[config.mk]
export PLATFORM = sky130hd
export DESIGN_NAME = oam_dma_controller
export DESIGN_NICKNAME = d
export VERILOG_FILES = /design/src/rtl/oam_dma_controller.sv
export SDC_FILE = /design/constraint.sdc
export NUM_CORES = 1
export LEC_CHECK = 0
export ABC_AREA = 1
export CAP_MARGIN = 5
export CORE_UTILIZATION = 40
export CTS_CLUSTER_SIZE = 10
export DETAILED_ROUTE_END_ITERATION = 12
export HOLD_SLACK_MARGIN = 0.08
export PLACE_DENSITY = 0.82
export SLEW_MARGIN = 20
export SYNTH_ARGS = -nofsm -noshare
export SYNTH_HDL_FRONTEND = slang
export SYNTH_SLANG_ARGS = --single-unit
[constraint.sdc]
create_clock -name clk -period 1.3 [get_ports clk]
set_input_delay 0.195 -clock clk [delete_from_list [all_inputs] [get_ports clk]]
set_output_delay 0.195 -clock clk [all_outputs]
set_load 0.1 [all_outputs]
[src/rtl/oam_dma_controller.sv]
// OAM DMA controller: a CPU write to 16'h4014 halts the CPU and copies page {page,00..FF} to 16'h2004.
// Define OAM_DMA_ALIGN_EN to insert an ALIGN cycle when the transfer would start on a put cycle.
module oam_dma_controller (
  input  logic        clk,
  input  logic        rst,
  input  logic        cpu_en,
  input  logic [15:0] cpu_addr,
  input  logic [7:0]  cpu_wdata,
  input  logic        cpu_write,
  input  logic [7:0]  bus_rdata,
  output logic        rdy,
  output logic        dma_active,
  output logic        dma_read,
  output logic        dma_write,
  output logic [15:0] dma_addr,
  output logic [7:0]  dma_wdata
);

  localparam logic [15:0] TrigAddr    = 16'h4014;
  localparam logic [15:0] OamDataAddr = 16'h2004;

`ifdef OAM_DMA_ALIGN_EN
  typedef enum logic [2:0] {
    StIdle  = 3'd0,
    StHalt  = 3'd1,
    StAlign = 3'd2,
    StRead  = 3'd3,
    StWrite = 3'd4
  } state_e;
`else
  typedef enum logic [2:0] {
    StIdle  = 3'd0,
    StHalt  = 3'd1,
    StRead  = 3'd3,
    StWrite = 3'd4
  } state_e;
`endif

  state_e      state_q, state_d;
  logic        parity_q, parity_d;
  logic [7:0]  page_q, page_d;
  logic [7:0]  index_q, index_d;
  logic [7:0]  data_q, data_d;

  logic        rdy_q, rdy_d;
  logic        active_q, active_d;
  logic        read_q, read_d;
  logic        write_q, write_d;
  logic [15:0] addr_q, addr_d;
  logic [7:0]  wdata_q, wdata_d;

  logic        trigger;

  assign trigger = cpu_write && (cpu_addr == TrigAddr);

  always_comb begin
    state_d  = state_q;
    parity_d = parity_q;
    page_d   = page_q;
    index_d  = index_q;
    data_d   = data_q;
    if (cpu_en) begin
      parity_d = ~parity_q;
      case (state_q)
        StIdle: begin
          if (trigger) begin
            page_d  = cpu_wdata;
            index_d = 8'h00;
            state_d = StHalt;
          end
        end
        StHalt: begin
`ifdef OAM_DMA_ALIGN_EN
          // The next cycle has parity ~parity_q; reads must land on get (parity 0) cycles.
          state_d = parity_q ? StRead : StAlign;
`else
          state_d = StRead;
`endif
        end
`ifdef OAM_DMA_ALIGN_EN
        StAlign: state_d = StRead;
`endif
        StRead: begin
          data_d  = bus_rdata;
          state_d = StWrite;
        end
        StWrite: begin
          index_d = index_q + 8'd1;
          state_d = (index_q == 8'hFF) ? StIdle : StRead;
        end
        default: state_d = StIdle;
      endcase
    end
  end

  // Outputs are decoded from next-state values so the registered copies track state_q exactly.
  always_comb begin
    rdy_d    = (state_d == StIdle);
    read_d   = (state_d == StRead);
    write_d  = (state_d == StWrite);
    active_d = read_d || write_d;
    addr_d   = 16'h0000;
    wdata_d  = 8'h00;
    if (read_d) begin
      addr_d = {page_d, index_d};
    end else if (write_d) begin
      addr_d  = OamDataAddr;
      wdata_d = data_d;
    end
  end

  always_ff @(posedge clk) begin
    if (rst) begin
      state_q  <= StIdle;
      parity_q <= 1'b0;
      page_q   <= 8'h00;
      index_q  <= 8'h00;
      data_q   <= 8'h00;
      rdy_q    <= 1'b1;
      active_q <= 1'b0;
      read_q   <= 1'b0;
      write_q  <= 1'b0;
      addr_q   <= 16'h0000;
      wdata_q  <= 8'h00;
    end else begin
      state_q  <= state_d;
      parity_q <= parity_d;
      page_q   <= page_d;
      index_q  <= index_d;
      data_q   <= data_d;
      rdy_q    <= rdy_d;
      active_q <= active_d;
      read_q   <= read_d;
      write_q  <= write_d;
      addr_q   <= addr_d;
      wdata_q  <= wdata_d;
    end
  end

  assign rdy        = rdy_q;
  assign dma_active = active_q;
  assign dma_read   = read_q;
  assign dma_write  = write_q;
  assign dma_addr   = addr_q;
  assign dma_wdata  = wdata_q;

endmodule

==> results by group, run 1 <==
Drt
  – Initial DRT Pass Iterations: 5
  – DRC: 0
  – Final WL: 8580 um
  – Via Count: about 2500
  – Post-DRT Antenna Nets: 0
  – WL/cell: ~18 um
  – Vias per cell: 5.25
  – DRT iter0 DRCs: 148

Global routing
  – Total track usage: 0.230
  – Vias in the first global route: 2306
  – Largest net degree at the start of global routing: 20
  – GR Overflow Total: 0
  – Initial antenna violation count: 0
  – First-pass GRT wire length: around 11000 um

STA
  – Final setup viols: 54
  – Relative slew slack: 0.771
  – Hold Fails Final Rpt: 0
  – Min cycle time layout: 1650 ps
  – Least-Margin Pin Slew: 344 ps
  – Hold WS: 533 ps
  – RSZ-0062 raised after global routing: true
  – Final Max Slew Viols: 0
  – Fin Clk Skew: roughly 13 ps
  – Setup TNS: -13380 ps
  – Max Fclk: 0.605 GHz
  – Share of the cycle needed by the critical path after routing: 1.27
  – Setup slack after layout: -353 ps

Die
  – Number of core rows: 26
  – Initial Util: 0.425
  – Chip Height: 76.6 um
  – IO Pins: 64
  – Die width: 76.6 um
  – Area of the die: 5860 um^2
  – Placeable Area: around 5200 um^2

Status
  – Violated checks: setup timing
  – Status: finished, violations left

Logic synthesis
  – Cell count after synthesis: roughly 280
  – Synth Flop Type: dfxtp_1
  – Most frequent cell after synthesis: nor2_1
  – Syn Nets: 320
  – Synth Register Bits: 55
  – Top cells by area, synth: dfxtp_1 (49%), nor2_1 (9.8%), nand2_1 (7.4%)
  – Post-synth EDFFs: 0
  – Post-Syn Area: between 2000 and 2500 um^2
  – Commonest cells in the netlist: nor2_1 (58), dfxtp_1 (55), nand2_1 (44)
  – Share of the synthesized area in the top cell type: 0.495
  – Avg Cell Area, Syn: 7.86 um^2
  – Distinct cells, synth: 31
  – Post-synth ARST share: 0
  – Sequential cell area fraction in the yosys report: 0.495
  – Yosys warns: 0
  – Post-synth top area cell: dfxtp_1

Clock tree
  – Root buffer cell: clkbuf_8
  – Bufs on Longest Clock Path: 2
  – Clock Sinks: 55
  – CTS tree: built
  – Clk Latency, worst-skew pair: ~340 ps
  – Hold-fix buffers at CTS: 0
  – CTS Buf Count: 5
  – H-tree Lvls: 2
  – Reg clk slew, reported paths: 120 ps

Flow run
  – Number of max-cap violations: 0

Pwr
  – Clock share of power: 0.361
  – Power density over the cells: 702 nW/um^2
  – Static Leakage: 1.82 nW
  – Flop pwr share: 0.565
  – Combinational power share: 0.075
  – P_sw: 0.000780 W
  – Switch share: 0.262
  – Max IR drop VDD: 838 uV
  – Final Power: 0.00298 W
  – Int Power: 0.00220 W

Finish
  – Final net count: 433
  – Area grow syn2layout: 90.7%
  – Final Core Density: 0.810
  – FF+latch area: between 1000 and 1500 um^2
  – Proportion of layout cells with a drive suffix above 1: 0.501
  – Ant diodes: 0
  – Post-route insts no fill: between 400 and 500
  – Filler instances: 269
  – Multi-input logic area: approximately 1400 um^2

Worst setup path
  – Critical Path, Cell by Cell: nor2_2, inv_2, nor2_4, nand4_4, buf_12, buf_16, nand2_4, nand3_2, o21ai_2
  – Crit path largest cell delay: roughly 350 ps
  – Buffers and inverters on the worst path: 3
  – Worst setup EP type: register
  – CP startpoint kind: register
  – Worst path required time: about 1600 ps
  – CP max FO: 7
  – Worst Path Arrival: 1920 ps
  – Max stage delay cell, worst path: dfxtp_2
  – Crit Path Category: register to register
  – Top delay family on crit path: simple AND/OR/NAND/NOR gates

Worst hold path
  – Hold Crit Class: register to register

Place
  – Post-DP HPWL: 4120 um
  – Placed Cells: 440
  – Final Wtd Congestion: 0.860
  – PortBufs: 63
[worst register-to-register path, cell delays in order (launching register included)]
cell	delay (ps)
dfxtp_2	350
nor2_2	140
inv_2	100
nor2_4	180
nand4_4	180
buf_12	190
buf_16	130
nand2_4	60
nand3_2	80
o21ai_2	180
[through the flow]
step / cell area, um^2 / worst slack [ps]
CTS: 3790 / -231
detailed placement: 3490 / -733
global placement: 3490 / -627
global route: 4240 / -447
finish: 4240 / -353
floorplan: 2260 / -130
[cells by family (layout without fill, tap and decap cells)]
| family | Yosys count | after routing | share of synthesized area |
|---|---|---|---|
| xor+xnor | 1 | 1 | 0.00394 |
| fa+ha+maj | 1 | 1 | 0.00562 |
| flops | 55 | 55 | 0.495 |
| buf+inv | 48 | 161 | 0.0877 |
| compound gates | 17 | 17 | 0.0444 |
| simple gates | 153 | 154 | 0.327 |
| mux | 8 | 8 | 0.0360 |
[power groups by stage]
stage | Sequential, W | Clock (W) | Combinational (W)
after CTS | 0.00169 | 0.00102 | 0.000191
after global routing | 0.00168 | 0.00115 | 0.000232
final | 0.00168 | 0.00107 | 0.000223
after global placement | 0.00173 | 0 | 0.000188
after detailed placement | 0.00173 | 0 | 0.000192
after floorplan | 0.00173 | 0 | 0.0000439
[placed cells by master, fill, tap and decap left out, types with 2 or more instances in the layout]
cell,instances
inv_1,31
or2_0,2
nand2_1,25
dfxtp_2,3
inv_4,4
buf_6,14
buf_12,34
nor2_1,36
mux2i_4,7
nand2_2,15
a21oi_1,2
nor2_4,8
buf_4,28
nor2_2,26
a21oi_2,3
dfxtp_1,49
nand3_2,9
dlygate4sd2_1,14
clkdlybuf4s50_1,20
nand2_4,7
or2_4,5
a21oi_4,2
dfxtp_4,3
nand3_4,6
o21ai_2,6
nand3_1,9
nand4_1,3
clkbuf_8,5
inv_2,5
[area by class of cell]
| class | instances | area share |
|---|---|---|
| clock inverter | 3 | 0.00649 |
| sequential | 55 | 0.263 |
| timing repair buffer | 112 | 0.333 |
| inverter | 41 | 0.0398 |
| clock buffer | 5 | 0.0162 |
| multi-input combinational | 181 | 0.321 |
| tap | 70 | 0.0206 |
[final timing paths]
| check | endpoint | startpoint | slack (ps) | depth (start not counted) |
|---|---|---|---|---|
| hold / removal | dma_addr[15] | page_q[7] | 530 | 2 |
| hold reg to reg | dma_addr[15] | page_q[7] | 530 | 2 |
| setup / recovery | dma_addr[13] | state_q[0] | -350 | 9 |
| setup reg to reg | dma_addr[13] | state_q[0] | -350 | 9 |
[repair_timing]
item | 4_1_cts | 5_1_grt
pin swaps | 26 | 33
endpoints found under the setup margin | 53 | 53
setup buffers | 7 | 13
cloned | 2 | 0
endpoints found under the hold margin | 0 | 0
gates resized for setup | 55 | 98
[state kept, by name, summed over array words and instances (netlist names)]
register,count
rdy,1
dma_read,1
index_q,8
data_q,8
page_q,8
dma_write,1
dma_addr,16
state_q,3
dma_wdata,8
dma_active,1
[layer usage]
metal / GRT usage / share of wire / up-vias
met3: 0.0443 / 0.052 / 47
met5: 0 / 0 / -
met2: 0.443 / 0.53 / 133
met4: 0.123 / 0.052 / 0
li1: - / - / 1096
met1: 0.230 / 0.36 / 1178
Note: power is estimated with default switching activity, not from simulation.
==> inputs of run 2 (changes only) <==
CORE_ASPECT_RATIO = 0.7   (was not set)
==> results by group, run 2 (same netlist as run 1, synthesis figures left out) <==
STA
  – Hold Fails Final Rpt: 0
  – Final Max Slew Viols: 0
  – Setup slack after layout: -350 ps
  – Share of the cycle needed by the critical path after routing: 1.27
  – Fin Clk Skew: 12.8 ps
  – Setup TNS: -12990 ps
  – Min cycle time layout: around 1600 ps
  – RSZ-0062 raised after global routing: true
  – Max Fclk: slightly above 0.6 GHz
  – Relative slew slack: 0.551
  – Least-Margin Pin Slew: 673 ps
  – Final setup viols: 54

Status
  – Status: finished, violations left
  – Violated checks: setup timing

Clock tree
  – CTS tree: built
  – Clk Latency, worst-skew pair: 330 ps
  – Bufs on Longest Clock Path: 2
  – CTS Buf Count: 5
  – Reg clk slew, reported paths: 100 ps
  – H-tree Lvls: 2
  – Root buffer cell: clkbuf_8
  – Clock Sinks: 55

Drt
  – Initial DRT Pass Iterations: 5
  – Vias per cell: between 5 and 6
  – Post-DRT Antenna Nets: 0
  – DRC: 0
  – WL/cell: 18.5 um
  – Via Count: 2486
  – DRT iter0 DRCs: 214
  – Final WL: 8710 um

Place
  – Dpl ws: -670 ps
  – Post-DP HPWL: 4110 um
  – PortBufs: 63
  – Placed cell area: around 3500 um^2
  – Final Wtd Congestion: 0.854

Global routing
  – Largest net degree at the start of global routing: 18
  – Vias in the first global route: between 2000 and 2500
  – First-pass GRT wire length: 11000 um
  – GR Overflow Total: 0
  – Initial antenna violation count: 0
  – Total track usage: 0.246

Finish
  – Ant diodes: 0
  – Most frequent cells in the layout: dfxtp_1 (49), nor2_1 (37), buf_4 (35)
  – Final net count: 436
  – Filler instances: about 270
  – Max reg flops: 16
  – Area grow syn2layout: 94.4%
  – Proportion of layout cells with a drive suffix above 1: 0.498
  – Commonest non-fill, non-tap cell in the layout: dfxtp_1
  – Post-route design area: 4320 um^2

Die
  – Area of the die: a little under 6000 um^2
  – Placeable Area: roughly 5300 um^2
  – Number of core rows: 22
  – Die width: 91.1 um
  – Initial Util: 0.421
  – Chip Height: ~64 um
  – IO Pins: 64

Worst hold path
  – Hold Crit Class: input port to register
  – Hold Path Cell Cnt: 4

Pwr
  – Power density over the cells: 730 nW/um^2
  – Final Power: 0.00316 W
  – Max IR drop VDD: ~640 uV
  – Static Leakage: 1.86 nW

Worst setup path
  – Worst path required time: 1550 ps
  – CP max FO: 8
  – Path depth of the worst reg2reg path: 11
  – Worst Path Arrival: 1900 ps
  – CP startpoint kind: register
  – Crit Path Category: register to register
  – Worst setup EP type: register

Flow run
  – Number of max-cap violations: 0
run 2: cell types whose count changed in the layout (fill, tap and decap cells not counted), sizes merged:
cell and change:
bufinv +1, dlygate4sd2 -3, buf +2, clkdlybuf4s50 +4
bufbuf +1, clkinvlp -1, inv -1, clkbuf +1
dlymetal6s2s -1
run 2: worst paths after layout:
kind                                  from      endpoint  slack, ps
worst max-delay path            index_q[0]   dma_addr[4]       -350
worst min-delay path                cpu_en    index_q[0]        520
worst max register to register  index_q[0]   dma_addr[4]       -350
worst min register to register   page_q[2]  dma_addr[10]        530
run 2: report_power, final:
part           switching [W]  internal (W)  leakage [nW]
Combinational       0.000110      0.000128          1.35
Clock               0.000600      0.000634        0.0618
Sequential        0.00000177       0.00168         0.446
run 2: routing by layer:
metal  GRT usage  up-vias  wire length [um]
li1            -     1108                 -
met1       0.265     1161              3340
met2       0.458      172              4300
met3      0.0583       45               670
met4       0.113        0               400
met5           0        -                 0
run 2: timing repair:
action	CTS	global route
setup buffers	14	8
setup endpoints to repair	53	54
cloned	3	0
hold buffers	0	0
pin swaps	31	31
resized for setup	64	84
run 2: layout make-up:
type | instances | area [um^2] | share of cell area
Clock inverter | 2 | 38.8 | 0.00897
Timing Repair Buffer | 115 | 1440 | 0.333
Inverter | 41 | 169 | 0.0391
Sequential cell | 55 | 1110 | 0.257
Multi-Input combinational cell | 181 | 1390 | 0.322
Tap cell | 72 | 90.1 | 0.0208
Clock buffer | 6 | 82.6 | 0.0191
run 2: critical path, stage by stage, from the launching register on:
cell      delay (ps)
dfxtp_2          360
ha_4             170
nand2_4           70
clkinv_4          60
nand2_2           70
o21ai_2           60
nand2_2           80
nand2_4           60
buf_4            150
a21oi_4          170
nand3_4          170
nor2_1           160
run 2: per-stage QoR:
stage           util  hold slack (ps)  instances
2_1_floorplan      -              376        283
3_3_place_gp   0.659              476        441
3_5_place_dp   0.659              498        441
4_1_cts        0.740              431        465
5_1_grt        0.818              506        472
6_report       0.818              524        472
==> inputs of run 3 (changes only) <==
SETUP_SLACK_MARGIN = 0.5   (was not set)
SLEW_MARGIN = 40   (was 20)
==> results by group, run 3 (same netlist as run 1, synthesis figures left out) <==
Global routing
  – GR Overflow Total: 0
  – Vias in the first global route: 2546
  – First-pass GRT wire length: 12400 um
  – Largest net degree at the start of global routing: 17
  – Initial antenna violation count: 0
  – Total track usage: 0.280

STA
  – Relative slew slack: 0.624
  – Setup TNS: -13400 ps
  – Min cycle time layout: 1700 ps
  – Setup slack after layout: -402 ps
  – Share of the cycle needed by the critical path after routing: 1.31
  – Final setup viols: 54
  – Max Fclk: between 0.5 and 0.6 GHz
  – Least-Margin Pin Slew: 563 ps
  – Hold WS: 549 ps
  – Fin Clk Skew: 14.3 ps
  – Final Max Slew Viols: 0
  – Hold Fails Final Rpt: 0
  – RSZ-0062 raised after global routing: true

Worst hold path
  – Hold Crit Class: register to register

Finish
  – Max reg flops: 16
  – Commonest non-fill, non-tap cell in the layout: buf_4
  – Final net count: 444
  – Ant diodes: 0
  – Most frequent cells in the layout: buf_4 (36), nor2_1 (35), buf_12 (31)
  – Post-route design area: about 4500 um^2
  – Proportion of layout cells with a drive suffix above 1: 0.598
  – Area grow syn2layout: 101%

Worst setup path
  – Top delay family on crit path: simple AND/OR/NAND/NOR gates
  – Crit Path Category: register to register
  – R2R setup slack: -400 ps
  – Crit path largest cell delay: 350 ps
  – CP max FO: 6
  – Max stage delay cell, worst path: dfxtp_2
  – Critical Path, Cell by Cell: nor2_4, clkinv_4, nor2_4, nand4_4, nand3_4, buf_12, nand3_4, o21ai_1
  – Worst Path Arrival: 1920 ps
  – Buffers and inverters on the worst path: 2
  – Worst path required time: 1520 ps
  – Worst setup EP type: register
  – CP startpoint kind: register

Pwr
  – Power density over the cells: 654 nW/um^2
  – Static Leakage: 1.90 nW
  – Max IR drop VDD: 545 uV

Clock tree
  – Bufs on Longest Clock Path: 2
  – Clk Latency, worst-skew pair: 310 ps
  – CTS Buf Count: 5
  – CTS tree: built
  – Reg clk slew, reported paths: 100 ps
  – Clock Sinks: between 50 and 60
  – Hold-fix buffers at CTS: 0
  – Root buffer cell: clkbuf_8
  – H-tree Lvls: 2

Drt
  – Final WL: 9390 um
  – Via Count: 2581
  – DRC: 0
  – Vias per cell: 5.38
  – DRT iter0 DRCs: 295
  – WL/cell: approximately 20 um
  – Post-DRT Antenna Nets: 0
  – Initial DRT Pass Iterations: 5

Die
  – Number of core rows: 22
  – Chip Height: approximately 64 um
  – Placeable Area: 5290 um^2
  – Die width: 91.1 um
  – Initial Util: 0.421
  – Area of the die: just under 6000 um^2
  – IO Pins: 64

Place
  – Dpl ws: -744 ps
  – Placed cell area: 3620 um^2
  – PortBufs: 63
  – Post-DP HPWL: between 4000 and 5000 um
  – Final Wtd Congestion: 0.832

Status
  – Violated checks: setup timing
  – Status: finished, violations left

Flow run
  – Number of max-cap violations: 0
[run 3: changes by cell type in the layout (fill, tap and decap cells not counted), sizes merged]
cell / change
bufbuf: -1
buf: +9
bufinv: -1
clkinvlp: +1
clkdlybuf4s50: -6
clkbuf: +1
dlygate4sd2: +5
inv: -1
clkdlybuf4s15: +1
[run 3: path summary, 6_finish.rpt]
path,to,from,depth (start not counted)
max,dma_addr[13],state_q[1],8
min,data_q[2],data_q[2],2
max reg2reg,dma_addr[13],state_q[1],8
min reg2reg,data_q[2],data_q[2],2
[run 3: worst reg2reg max path, delay by kind of cell, from the launching register on]
family,cells,cell delay [ps]
AO/OA/AOI/OAI,1,230
buffers and inverters,2,260
flip-flops,1,350
AND/OR/NAND/NOR,5,780
[run 3: report_power, final]
part	switching (W)	leakage [nW]	internal, W
logic	0.000114	1.38	0.000125
registers	0.00000254	0.468	0.00163
clock network	0.000562	0.0548	0.000488
[run 3: what timing repair did]
action                                  in CTS  in global routing
gates cloned                                 1                  0
buffers inserted                            13                 13
hold endpoints to repair                     0                  0
resized for setup                          101                 75
pin swaps                                   29                 25
endpoints found under the setup margin      83                 83
[run 3: final cells by class]
class,instances,area (um^2)
Inverter,41,178
Sequential cell,55,1210
Timing Repair Buffer,123,1460
Tap cell,72,90.1
Clock buffer,7,96.3
Clock inverter,1,6.26
Fill cell,249,811
Multi-Input combinational cell,181,1440
[run 3: metrics by stage]
step                cells   util  total power (W)
finish                480  0.847          0.00293
global route          480  0.847          0.00300
floorplan             283      -          0.00173
CTS                   467  0.777          0.00287
detailed placement    445  0.685          0.00187
global placement      445  0.685          0.00187
[run 3: per-layer routing]
layer | wire length, um | vias to the layer above | GRT usage
li1 | - | 1124 | -
met1 | 3440 | 1192 | 0.290
met2 | 4660 | 194 | 0.470
met3 | 761 | 71 | 0.105
met4 | 517 | 0 | 0.206
met5 | 0 | - | 0
